### src/rtl/regfile_pkg.sv
// regfile_pkg
//   Constants and types shared by the register file and its write-back front-end.
//   REG_W      : register data width
//   ADDR_W     : register address width
//   NREG       : number of architectural registers
//   wb_entry_t : one queued write-back {addr, data}
package regfile_pkg;

  localparam int REG_W  = 32;
  localparam int ADDR_W = 5;
  localparam int NREG   = 32;

  typedef struct packed {
    logic [ADDR_W-1:0] addr;
    logic [REG_W-1:0]  data;
  } wb_entry_t;

endpackage

### src/rtl/regfile_wb_queue_if.sv
// regfile_wb_queue_if
//   Valid/ready write-back request channel from execute/memory to the queue.
//   wb_valid : request present (master -> slave)
//   wb_ready : slave can accept (slave -> master)
//   wb_addr  : destination register (master -> slave)
//   wb_data  : destination data (master -> slave)
interface regfile_wb_queue_if
  import regfile_pkg::*;
#(
  parameter int W = REG_W
) ();

  logic              wb_valid;
  logic              wb_ready;
  logic [ADDR_W-1:0] wb_addr;
  logic [W-1:0]      wb_data;

  modport master (output wb_valid, output wb_addr, output wb_data, input  wb_ready);
  modport slave  (input  wb_valid, input  wb_addr, input  wb_data, output wb_ready);

endinterface

### src/rtl/regfile_dec.sv
// regfile_dec
//   Address-to-one-hot decoder for the register-file write enable.
//   addr : register address of the head entry
//   en   : pop condition; when low the output is all zero
//   dec  : one-hot write enable (NREG bits)
module regfile_dec
  import regfile_pkg::*;
#(
  parameter int NREG = regfile_pkg::NREG
) (
  input  logic [ADDR_W-1:0] addr,
  input  logic              en,
  output logic [NREG-1:0]   dec
);

  // One-hot decode, forced to zero when no write is happening
  always_comb begin
    dec = {NREG{1'b0}};
    if (en) begin
      dec[addr] = 1'b1;
    end else begin
      dec = {NREG{1'b0}};
    end
  end

endmodule

### src/rtl/regfile_wb_queue.sv
// regfile_wb_queue
//   In-order write-back queue in front of the register file with read bypass.
//   clk              : rising-edge clock
//   clr              : asynchronous active-low reset, empties the queue
//   wb               : write-back request channel (slave side)
//   rf_stall         : register file busy, no drain this cycle
//   rf_en / rf_write : one-hot write enable and data into the register file
//   readA / readB    : read addresses (also fed straight to the register file)
//   rf_outA/rf_outB  : raw register-file read data
//   outA / outB      : read data with queued writes bypassed in
//   level            : current queue occupancy
module regfile_wb_queue
  import regfile_pkg::*;
#(
  parameter int DEPTH = 4,
  parameter int W     = REG_W,
  parameter int NREG  = regfile_pkg::NREG
) (
  input  logic                     clk,
  input  logic                     clr,
  regfile_wb_queue_if.slave        wb,
  input  logic                     rf_stall,
  output logic [NREG-1:0]          rf_en,
  output logic [W-1:0]             rf_write,
  input  logic [ADDR_W-1:0]        readA,
  input  logic [ADDR_W-1:0]        readB,
  input  logic [W-1:0]             rf_outA,
  input  logic [W-1:0]             rf_outB,
  output logic [W-1:0]             outA,
  output logic [W-1:0]             outB,
  output logic [$clog2(DEPTH):0]   level
);

  localparam int PW = $clog2(DEPTH);
  localparam logic [PW:0]   LEVEL_FULL = (PW+1)'(DEPTH);
  localparam logic [PW:0]   LEVEL_ZERO = {(PW+1){1'b0}};
  localparam logic [PW:0]   LEVEL_ONE  = (PW+1)'(1'b1);
  localparam logic [PW-1:0] PTR_ONE    = PW'(1'b1);

  wb_entry_t       fifo_r [DEPTH];
  logic [PW-1:0]   head_r;
  logic [PW-1:0]   tail_r;
  logic [PW:0]     level_r;
  logic            push_s;
  logic            enq_s;
  logic            pop_s;
  wb_entry_t       head_s;

  // Ready depends on occupancy only, so a full queue refuses even while popping
  assign wb.wb_ready = (level_r < LEVEL_FULL);
  assign push_s      = wb.wb_valid & wb.wb_ready;
  // Writes to register 0 complete the handshake but never occupy a slot
  assign enq_s       = push_s & (wb.wb_addr != {ADDR_W{1'b0}});
  assign pop_s       = (level_r != LEVEL_ZERO) & ~rf_stall;
  assign head_s      = fifo_r[head_r];
  assign level       = level_r;
  assign rf_write    = (level_r != LEVEL_ZERO) ? W'(head_s.data) : {W{1'b0}};

  regfile_dec #(.NREG(NREG)) u_dec (
    .addr (head_s.addr),
    .en   (pop_s),
    .dec  (rf_en)
  );

  // Queue storage written at the tail
  always_ff @(posedge clk or negedge clr) begin
    if (!clr) begin
      for (int i = 0; i < DEPTH; i++) begin
        fifo_r[i] <= {($bits(wb_entry_t)){1'b0}};
      end
    end else if (enq_s) begin
      fifo_r[tail_r] <= '{addr: wb.wb_addr, data: REG_W'(wb.wb_data)};
    end
  end

  // Head/tail pointers and occupancy counter
  always_ff @(posedge clk or negedge clr) begin
    if (!clr) begin
      head_r  <= {PW{1'b0}};
      tail_r  <= {PW{1'b0}};
      level_r <= LEVEL_ZERO;
    end else begin
      if (enq_s) begin
        tail_r <= tail_r + PTR_ONE;
      end
      if (pop_s) begin
        head_r <= head_r + PTR_ONE;
      end
      case ({enq_s, pop_s})
        2'b10:   level_r <= level_r + LEVEL_ONE;
        2'b01:   level_r <= level_r - LEVEL_ONE;
        default: level_r <= level_r;
      endcase
    end
  end

  // Read bypass: walk oldest to youngest so the youngest matching entry wins;
  // the head entry being written this cycle is still a valid match
  always_comb begin
    outA = rf_outA;
    outB = rf_outB;
    for (int k = 0; k < DEPTH; k++) begin
      outA = (((PW+1)'(k) < level_r) && (fifo_r[head_r + PW'(k)].addr == readA))
             ? W'(fifo_r[head_r + PW'(k)].data) : outA;
      outB = (((PW+1)'(k) < level_r) && (fifo_r[head_r + PW'(k)].addr == readB))
             ? W'(fifo_r[head_r + PW'(k)].data) : outB;
    end
    if (readA == {ADDR_W{1'b0}}) begin
      outA = {W{1'b0}};
    end else begin
      outA = outA;
    end
    if (readB == {ADDR_W{1'b0}}) begin
      outB = {W{1'b0}};
    end else begin
      outB = outB;
    end
  end

endmodule

### src/flat_wrapper.sv
// flat-port wrapper written by rule: the top's interface ports become plain ports
module regfile_wb_queue_flat import regfile_pkg::*;
#(
  parameter int DEPTH = 4,
  parameter int W     = REG_W,
  parameter int NREG  = regfile_pkg::NREG
)
  (clk, clr, rf_stall, rf_en, rf_write, readA, readB, rf_outA, rf_outB, outA, outB, level, wb_wb_valid, wb_wb_addr, wb_wb_data, wb_wb_ready);
  regfile_wb_queue_if #(.W(W)) wb_i ();
  input  logic clk;
  input  logic clr;
  input  logic rf_stall;
  output logic [NREG-1:0] rf_en;
  output logic [W-1:0] rf_write;
  input  logic [ADDR_W-1:0] readA;
  input  logic [ADDR_W-1:0] readB;
  input  logic [W-1:0] rf_outA;
  input  logic [W-1:0] rf_outB;
  output logic [W-1:0] outA;
  output logic [W-1:0] outB;
  output logic [$clog2(DEPTH):0] level;
  input wire logic [$bits(wb_i.wb_valid)-1:0] wb_wb_valid;
  input wire logic [$bits(wb_i.wb_addr)-1:0] wb_wb_addr;
  input wire logic [$bits(wb_i.wb_data)-1:0] wb_wb_data;
  output wire logic [$bits(wb_i.wb_ready)-1:0] wb_wb_ready;
  assign wb_i.wb_valid = wb_wb_valid;
  assign wb_i.wb_addr = wb_wb_addr;
  assign wb_i.wb_data = wb_wb_data;
  assign wb_wb_ready = wb_i.wb_ready;
  regfile_wb_queue #(.DEPTH(DEPTH), .W(W), .NREG(NREG)) u_core (.clk(clk), .clr(clr), .wb(wb_i), .rf_stall(rf_stall), .rf_en(rf_en), .rf_write(rf_write), .readA(readA), .readB(readB), .rf_outA(rf_outA), .rf_outB(rf_outB), .outA(outA), .outB(outB), .level(level));
endmodule
### config.mk
export PLATFORM = sky130hd
export DESIGN_NAME = regfile_wb_queue_flat
export DESIGN_NICKNAME = d
export VERILOG_FILES = /design/src/rtl/regfile_pkg.sv /design/src/rtl/regfile_wb_queue_if.sv /design/src/rtl/regfile_dec.sv /design/src/rtl/regfile_wb_queue.sv /design/src/flat_wrapper.sv
export SDC_FILE = /design/constraint.sdc
export NUM_CORES = 1
export LEC_CHECK = 0
export CELL_PAD_IN_SITES_DETAIL_PLACEMENT = 0
export CELL_PAD_IN_SITES_GLOBAL_PLACEMENT = 1
export CORE_MARGIN = 1.5
export CORE_UTILIZATION = 41
export CTS_BUF_LIST = sky130_fd_sc_hd__clkbuf_4
export DETAILED_ROUTE_END_ITERATION = 8
export GPL_TIMING_DRIVEN = 0
export MAX_ROUTING_LAYER = met4
export PLACE_DENSITY_LB_ADDON = 0.1
export SLEW_MARGIN = 25
export SYNTH_ARGS = -nofsm -noshare
export SYNTH_HDL_FRONTEND = slang
export SYNTH_SLANG_ARGS = --single-unit
### constraint.sdc
create_clock -name clk -period 7.9 [get_ports clk]
set_input_delay 1.58 -clock clk [delete_from_list [all_inputs] [get_ports clk]]
set_output_delay 1.58 -clock clk [all_outputs]
set_load 0.03 [all_outputs]
==> metrics.txt, run 1 <==
vias post-DR=13133; final instance area=~0.017 mm2; Leak=slightly above 6 nW; gr ovfl total=0; dpl hpwl=between 30000 and 40000 um; total track usage=33.4%; initial antenna violation count=1; Post-Layout Cell Count=between 2000 and 2500; 1st-pass router iterations=6; Post-Syn Area=0.0137 mm2; final number of max-transition violations=0; core area=0.0327 mm2; fmax=between 0.1 and 0.15 GHz; RR Startpoint=u_core.level[2]; clk root buf=clkbuf_4; Post-route DRC=0; Yosys warning count=0; GPL Wtd Cong=approximately 0.95; I/O pin count=between 200 and 250; area of the multi-input gates=0.00905 mm2; Main synth FF type=dfrtp_1; WHS=575 ps; routed wire length=around 56000 um; period utilization=86.9%; hold crit path type=register to register; Starting Density=a little over two fifths; register area=between 0.003 and 0.004 mm2; kind of critical path=input pin to output port; register area share after synthesis=around 28%; CP required=approximately 6300 ps; setup TNS=0 ps; Worst R2R Path Depth=6; worst-skew pair later-pin latency=approximately 660 ps; worst-path fanout max=10; Crit-path slowest cell=clkdlybuf4s50_1; FILL cells=around 3000; Syn Area/Cell=10.3 um2; share of cells above drive strength 1=about a quarter; Crit. End Element=output port; largest net degree at the start of global routing=80; Max VDD drop=around 380 uV; routed len/inst=between 20 and 30 um; Placed Area=0.0166 mm2; worst slew pin tran=approximately 1200 ps; flops & latches, synth=approximately 160; pre-CTS setup slack=about 1300 ps; XOR/XNOR Fraction of Synth Area=under 10%; mux cell area share after synthesis=31.1%; Syn-to-layout area delta=23.6%; r2r endpoint=u_core.fifo_r[128]; die area=between 0.03 and 0.04 mm2; compound-gate portion of the synthesized area=a little under a fifth; count of cell types in the netlist=39; Die Y=between 150 and 200 um; Final WS setup=approximately 1000 ps; largest family of logic cells by synthesized area=multiplexers; Clock Path Buffers=2; CP cell instances=clkbuf_1 > xor2_1 > a21o_1 > clkbuf_1 > o21ai_0 > a311o_1 > a221oi_2 > clkdlybuf4s50_1; post-CTS setup buffers=0; max_slew headroom=between 20 and 25%; clock skew=between 30 and 40 ps; number of flops mapped to enable cells by yosys=0; Num CTS Buffers=17; PD cells=564 mW/mm2; final hold violation count=0; Async SR Flop Fraction=100%; critical path startpoint=readA[2]; Nets=approximately 1700; most frequent cells in the layout=clkdlybuf4s50_1, mux2_2, dfrtp_1; Worst-path clk slew=160 ps; setup repair after global routing missed its margin=no; Mapped Cells=1324; outcome=complete, no violations; first-pass GRT wire length=82000 um; Mapped Nets=1448; synthesized-area fraction occupied by adder cells=0.823%; IO buf count=~240; flop2flop setup slack=between 4000 and 5000 ps; CTS tree=built; # resized after CTS=0; commonest non-fill, non-tap cell in the layout=clkdlybuf4s50_1; post-layout min period=6860 ps; clk sinks=approximately 160; most used cell, CP=clkbuf_1; vias in the first global route=roughly 13000; die width=around 190 um; max incr delay on CP=between 700 and 800 ps; number of setup violations in the final report=0; placed insts=around 2000; Critical Path AT=5280 ps; max cap viols=0; H-tree Lvls=4; crit start category=input pin; 1st-iter DRT viols=approximately 1600; vias per inst=6.45; Post-DRT Antenna Nets=0; hold_buf cts=0; crit path to=outA[0]; row count=66; simple-gate share of the synthesized area=around an eighth
[Yosys cell counts, drive strengths merged (7+ instances only)]
| library cell | number | area, um2 |
|---|---|---|
| nor2b | 32 | 200 |
| nand2 | 76 | 285 |
| buf | 59 | 392 |
| a311o | 64 | 641 |
| xor2 | 8 | 70.1 |
| inv | 7 | 26.3 |
| ha | 9 | 113 |
| nor2 | 72 | 270 |
| mux2 | 180 | 2030 |
| nor3 | 69 | 378 |
| mux2i | 33 | 330 |
| or3 | 66 | 413 |
| dfrtp | 155 | 3880 |
| xnor2 | 38 | 404 |
| mux4 | 84 | 1890 |
| nand4 | 8 | 80.1 |
| a221oi | 64 | 861 |
| a21oi | 97 | 485 |
| clkbuf | 88 | 330 |
| o21ai | 99 | 495 |
[flip-flops by register name, summed over array words and instances, names as in the netlist]
| name | cells |
|---|---|
| u_core.head_r | 2 |
| u_core.tail_r | 2 |
| u_core.level | 3 |
| u_core.fifo_r | 148 |
[worst min-delay path by stage]
stage	start	end	slack [ps]	depth (start not counted)
3_5_place_dp	u_core.fifo_r[140]	u_core.fifo_r[140]	540	1
5_1_grt	u_core.fifo_r[139]	u_core.fifo_r[139]	580	1
4_1_cts	u_core.fifo_r[21]	u_core.fifo_r[21]	570	1
6_report	u_core.fifo_r[18]	u_core.fifo_r[18]	580	1
3_3_place_gp	u_core.fifo_r[97]	u_core.fifo_r[97]	530	1
2_1_floorplan	u_core.fifo_r[111]	u_core.fifo_r[111]	510	1
[stage by stage]
step | utilization (%) | power, W
2_1_floorplan | - | 0.00645
3_3_place_gp | 50.8 | 0.00884
3_5_place_dp | 50.9 | 0.00891
4_1_cts | 51.7 | 0.00944
5_1_grt | 51.7 | 0.0100
6_report | 51.7 | 0.00953
[routing by layer]
layer,GRT usage [%],wire [um],vias to the layer above
met4,11.9,1930,0
met3,8.37,5510,148
met1,44.6,23400,6538
met5,-,0,-
li1,-,-,5626
met2,49.2,24700,821
[final cells by class]
cell class / count / share of cell area [%]
clock buffer: 17 / 0.755
inverter: 8 / 0.178
clock inverter: 15 / 0.873
multi-input combinational: 1014 / 53.5
buffer: 147 / 4.27
sequential: 155 / 22.9
antenna: 1 / 0.0148
timing repair buffer: 237 / 14.2
tap: 442 / 3.27
[power breakdown]
group          internal (W)  switching (W)  total [W]
Combinational       0.00311        0.00432    0.00743
Sequential          0.00119       0.000408    0.00160
Clock              0.000144       0.000365   0.000508
Total               0.00444        0.00509    0.00953
[critical path: cells and delay by family]
kind                   cells  cell delay (ps)
buffers and inverters      3             1480
XOR/XNOR                   1              620
AO/OA/AOI/OAI              4             1600
[logic make-up after synthesis]
| kind of cell | count (synthesis) |
|---|---|
| buffers and inverters | 155 |
| AND/OR/NAND/NOR | 336 |
| flip-flops | 155 |
| adder cells (fa/ha/maj) | 9 |
| AO/OA/AOI/OAI | 326 |
| XOR/XNOR | 46 |
| multiplexers | 297 |
(Power assumes the default switching activity.)
==> run 2: changes to the inputs <==
--- a/config.mk
+++ b/config.mk
@@ -14,6 +14,7 @@
 export GPL_TIMING_DRIVEN = 0
 export MAX_ROUTING_LAYER = met4
 export PLACE_DENSITY_LB_ADDON = 0.1
+export RECOVER_POWER = 100
 export SLEW_MARGIN = 25
 export SYNTH_ARGS = -nofsm -noshare
 export SYNTH_HDL_FRONTEND = slang
==> run 2 against run 1 <==
Compared with the run above:
- the flow now finishes with violations (max-capacitance violations, max-slew violations)
- critical path depth up 3
- power down 1.8%
- global-route usage unchanged
- setup slack worse by 320 ps
- fmax down 4.5%
- cell count unchanged
- highest routed layer unchanged
- wire length about the same
==> metrics.txt, run 2 (synthesis results as in run 1) <==
outcome=complete, but fails checks; failing checks=max-capacitance violations, max-slew violations; Placed Area=0.0166 mm2 (unchanged); hold_buf cts=0 (unchanged); Syn-to-layout area delta=23.2%; Clock Path Buffers=2 (unchanged); PD cells=555 mW/mm2 (-1.6%); clk root buf=clkbuf_4; most frequent cells in the layout=mux2_2, dfrtp_1, dlygate4sd3_1; dpl hpwl=39400 um (unchanged); die width=186 um (unchanged); vias post-DR=13176 (+0.33%); first-pass GRT wire length=82000 um (unchanged); worst slew pin tran=4190 ps (+3020 ps); routed len/inst=27.3 um (about the same); setup repair after global routing missed its margin=no; Critical Path AT=5600 ps (+320 ps); hold path cells=1 (unchanged); IO buf count=236 (unchanged); final hold violation count=0 (unchanged); Worst Min Path Start=u_core.fifo_r[1]; RR Startpoint=u_core.head_r[0]; routed wire length=55600 um (about the same); clock skew=34.0 ps (+0.730 ps); worst-path fanout max=10 (unchanged); Die Y=186 um (unchanged); Worst-path clk slew=160 ps (about the same); kind of critical path=register to output port; initial antenna violation count=2 (+1); max reg flops=148 (unchanged); share of cells above drive strength 1=25.7% (-0.31 points); number of setup violations in the final report=0 (unchanged); Crit. End Element=output port; most flop-heavy register=u_core.fifo_r; crit start category=register; max_slew headroom=-179% (-200 points); fmax=0.139 GHz (-4.5%); commonest non-fill, non-tap cell in the layout=mux2_2; clk sinks=155 (unchanged); vias per inst=6.47 (+0.33%); final instance area=0.0169 mm2 (-0.27%); Num CTS Buffers=17 (unchanged); I/O pin count=247 (unchanged); # resized after CTS=0 (unchanged); GPL Wtd Cong=0.945 (unchanged); CTS tree=built; row count=66 (unchanged); 1st-pass router iterations=6 (unchanged); FILL cells=3070 (+0.16%); Leak=6.26 nW (+2.6%); gr ovfl total=0 (unchanged); 1st-iter DRT viols=1635 (+2.5%); Starting Density=41.8% (unchanged); flop2flop setup slack=4620 ps (-110 ps); CP required=6320 ps (about the same); Post-DRT Antenna Nets=0 (unchanged); r2r endpoint=u_core.head_r[1]; hold path endpoint=u_core.fifo_r[1]; largest net degree at the start of global routing=80 (unchanged); post-layout min period=7180 ps (+321 ps); vias in the first global route=13107 (unchanged); post-CTS setup buffers=0 (unchanged); max cap viols=4 (+4); setup TNS=0 ps (unchanged); total track usage=33.4% (unchanged); period utilization=90.9% (+4.1 points); worst-skew pair later-pin latency=660 ps (about the same); H-tree Lvls=4 (unchanged); hold crit path type=register to register; final number of max-transition violations=180 (+180); Max VDD drop=352 uV (-7.9%); core area=0.0327 mm2 (unchanged); Worst R2R Path Depth=8 (+2); Post-route DRC=0 (unchanged); Nets=1704 (unchanged); die area=0.0345 mm2 (unchanged)
## run 2: changes by cell type in the layout (fill, tap and decap cells not counted)
cell / before / now
clkdlybuf4s50_1: 235 / 105
dlygate4sd3_1: 0 / 130
buf_2: 31 / 29
buf_16: 1 / 0
nor3_2: 2 / 0
buf_8: 1 / 0
clkbuf_2: 0 / 1
clkbuf_1: 88 / 91
nor3_1: 65 / 67
## run 2: worst max path at each step
stage | start | endpoint
after floorplan | readA[0] | outA[23]
after global placement | clr | u_core.fifo_r[117]
final | u_core.head_r[1] | outB[31]
after CTS | readA[2] | outA[0]
after global routing | u_core.head_r[1] | outB[21]
after detailed placement | readA[2] | outA[0]
## run 2: final cells by class
type / count / area (um2) / share of cell area, %
Antenna cell: 1 / 2.50 / 0.0148
Multi-Input combinational cell: 1014 / 9040 / 53.6
Sequential cell: 155 / 3880 / 23.0
Inverter: 8 / 30.0 / 0.178
Tap cell: 442 / 553 / 3.28
Buffer: 147 / 719 / 4.27
Clock buffer: 17 / 128 / 0.757
Timing Repair Buffer: 237 / 2360 / 14.0
Clock inverter: 15 / 148 / 0.876
## run 2: per-layer routing
layer  GRT usage [%]  up-vias  routed length [um]
li1                -     5620                   -
met1            44.6     6529               23000
met2            49.2      874               24900
met3            8.37      153                5810
met4            11.9        0                1820
met5               -        -                   0
## run 2: stage by stage
step	cells	setup WS, ps	hold slack (ps)	power [W]	util (%)
finish	2036	716	574	0.00936	51.6
global route	2036	550	583	0.00984	51.6
CTS	2035	1270	573	0.00944	51.7
detailed placement	2003	1280	540	0.00891	50.9
global placement	2002	-1290	528	0.00884	50.8
floorplan	1324	2530	509	0.00645	-
## run 2: critical path: stages, from the launching register on
cell	delay (ps)
dfrtp_1	380
buf_2	210
buf_6	190
buf_6	190
mux4_2	360
xnor2_1	170
nand4_1	120
nor3_1	1240
buf_2	500
a21oi_1	110
a221oi_1	650
dlygate4sd3_1	830
## run 2: power by group
| part | switching, W | internal, W |
|---|---|---|
| registers | 0.000407 | 0.00119 |
| clock network | 0.000365 | 0.000144 |
| logic | 0.00430 | 0.00295 |
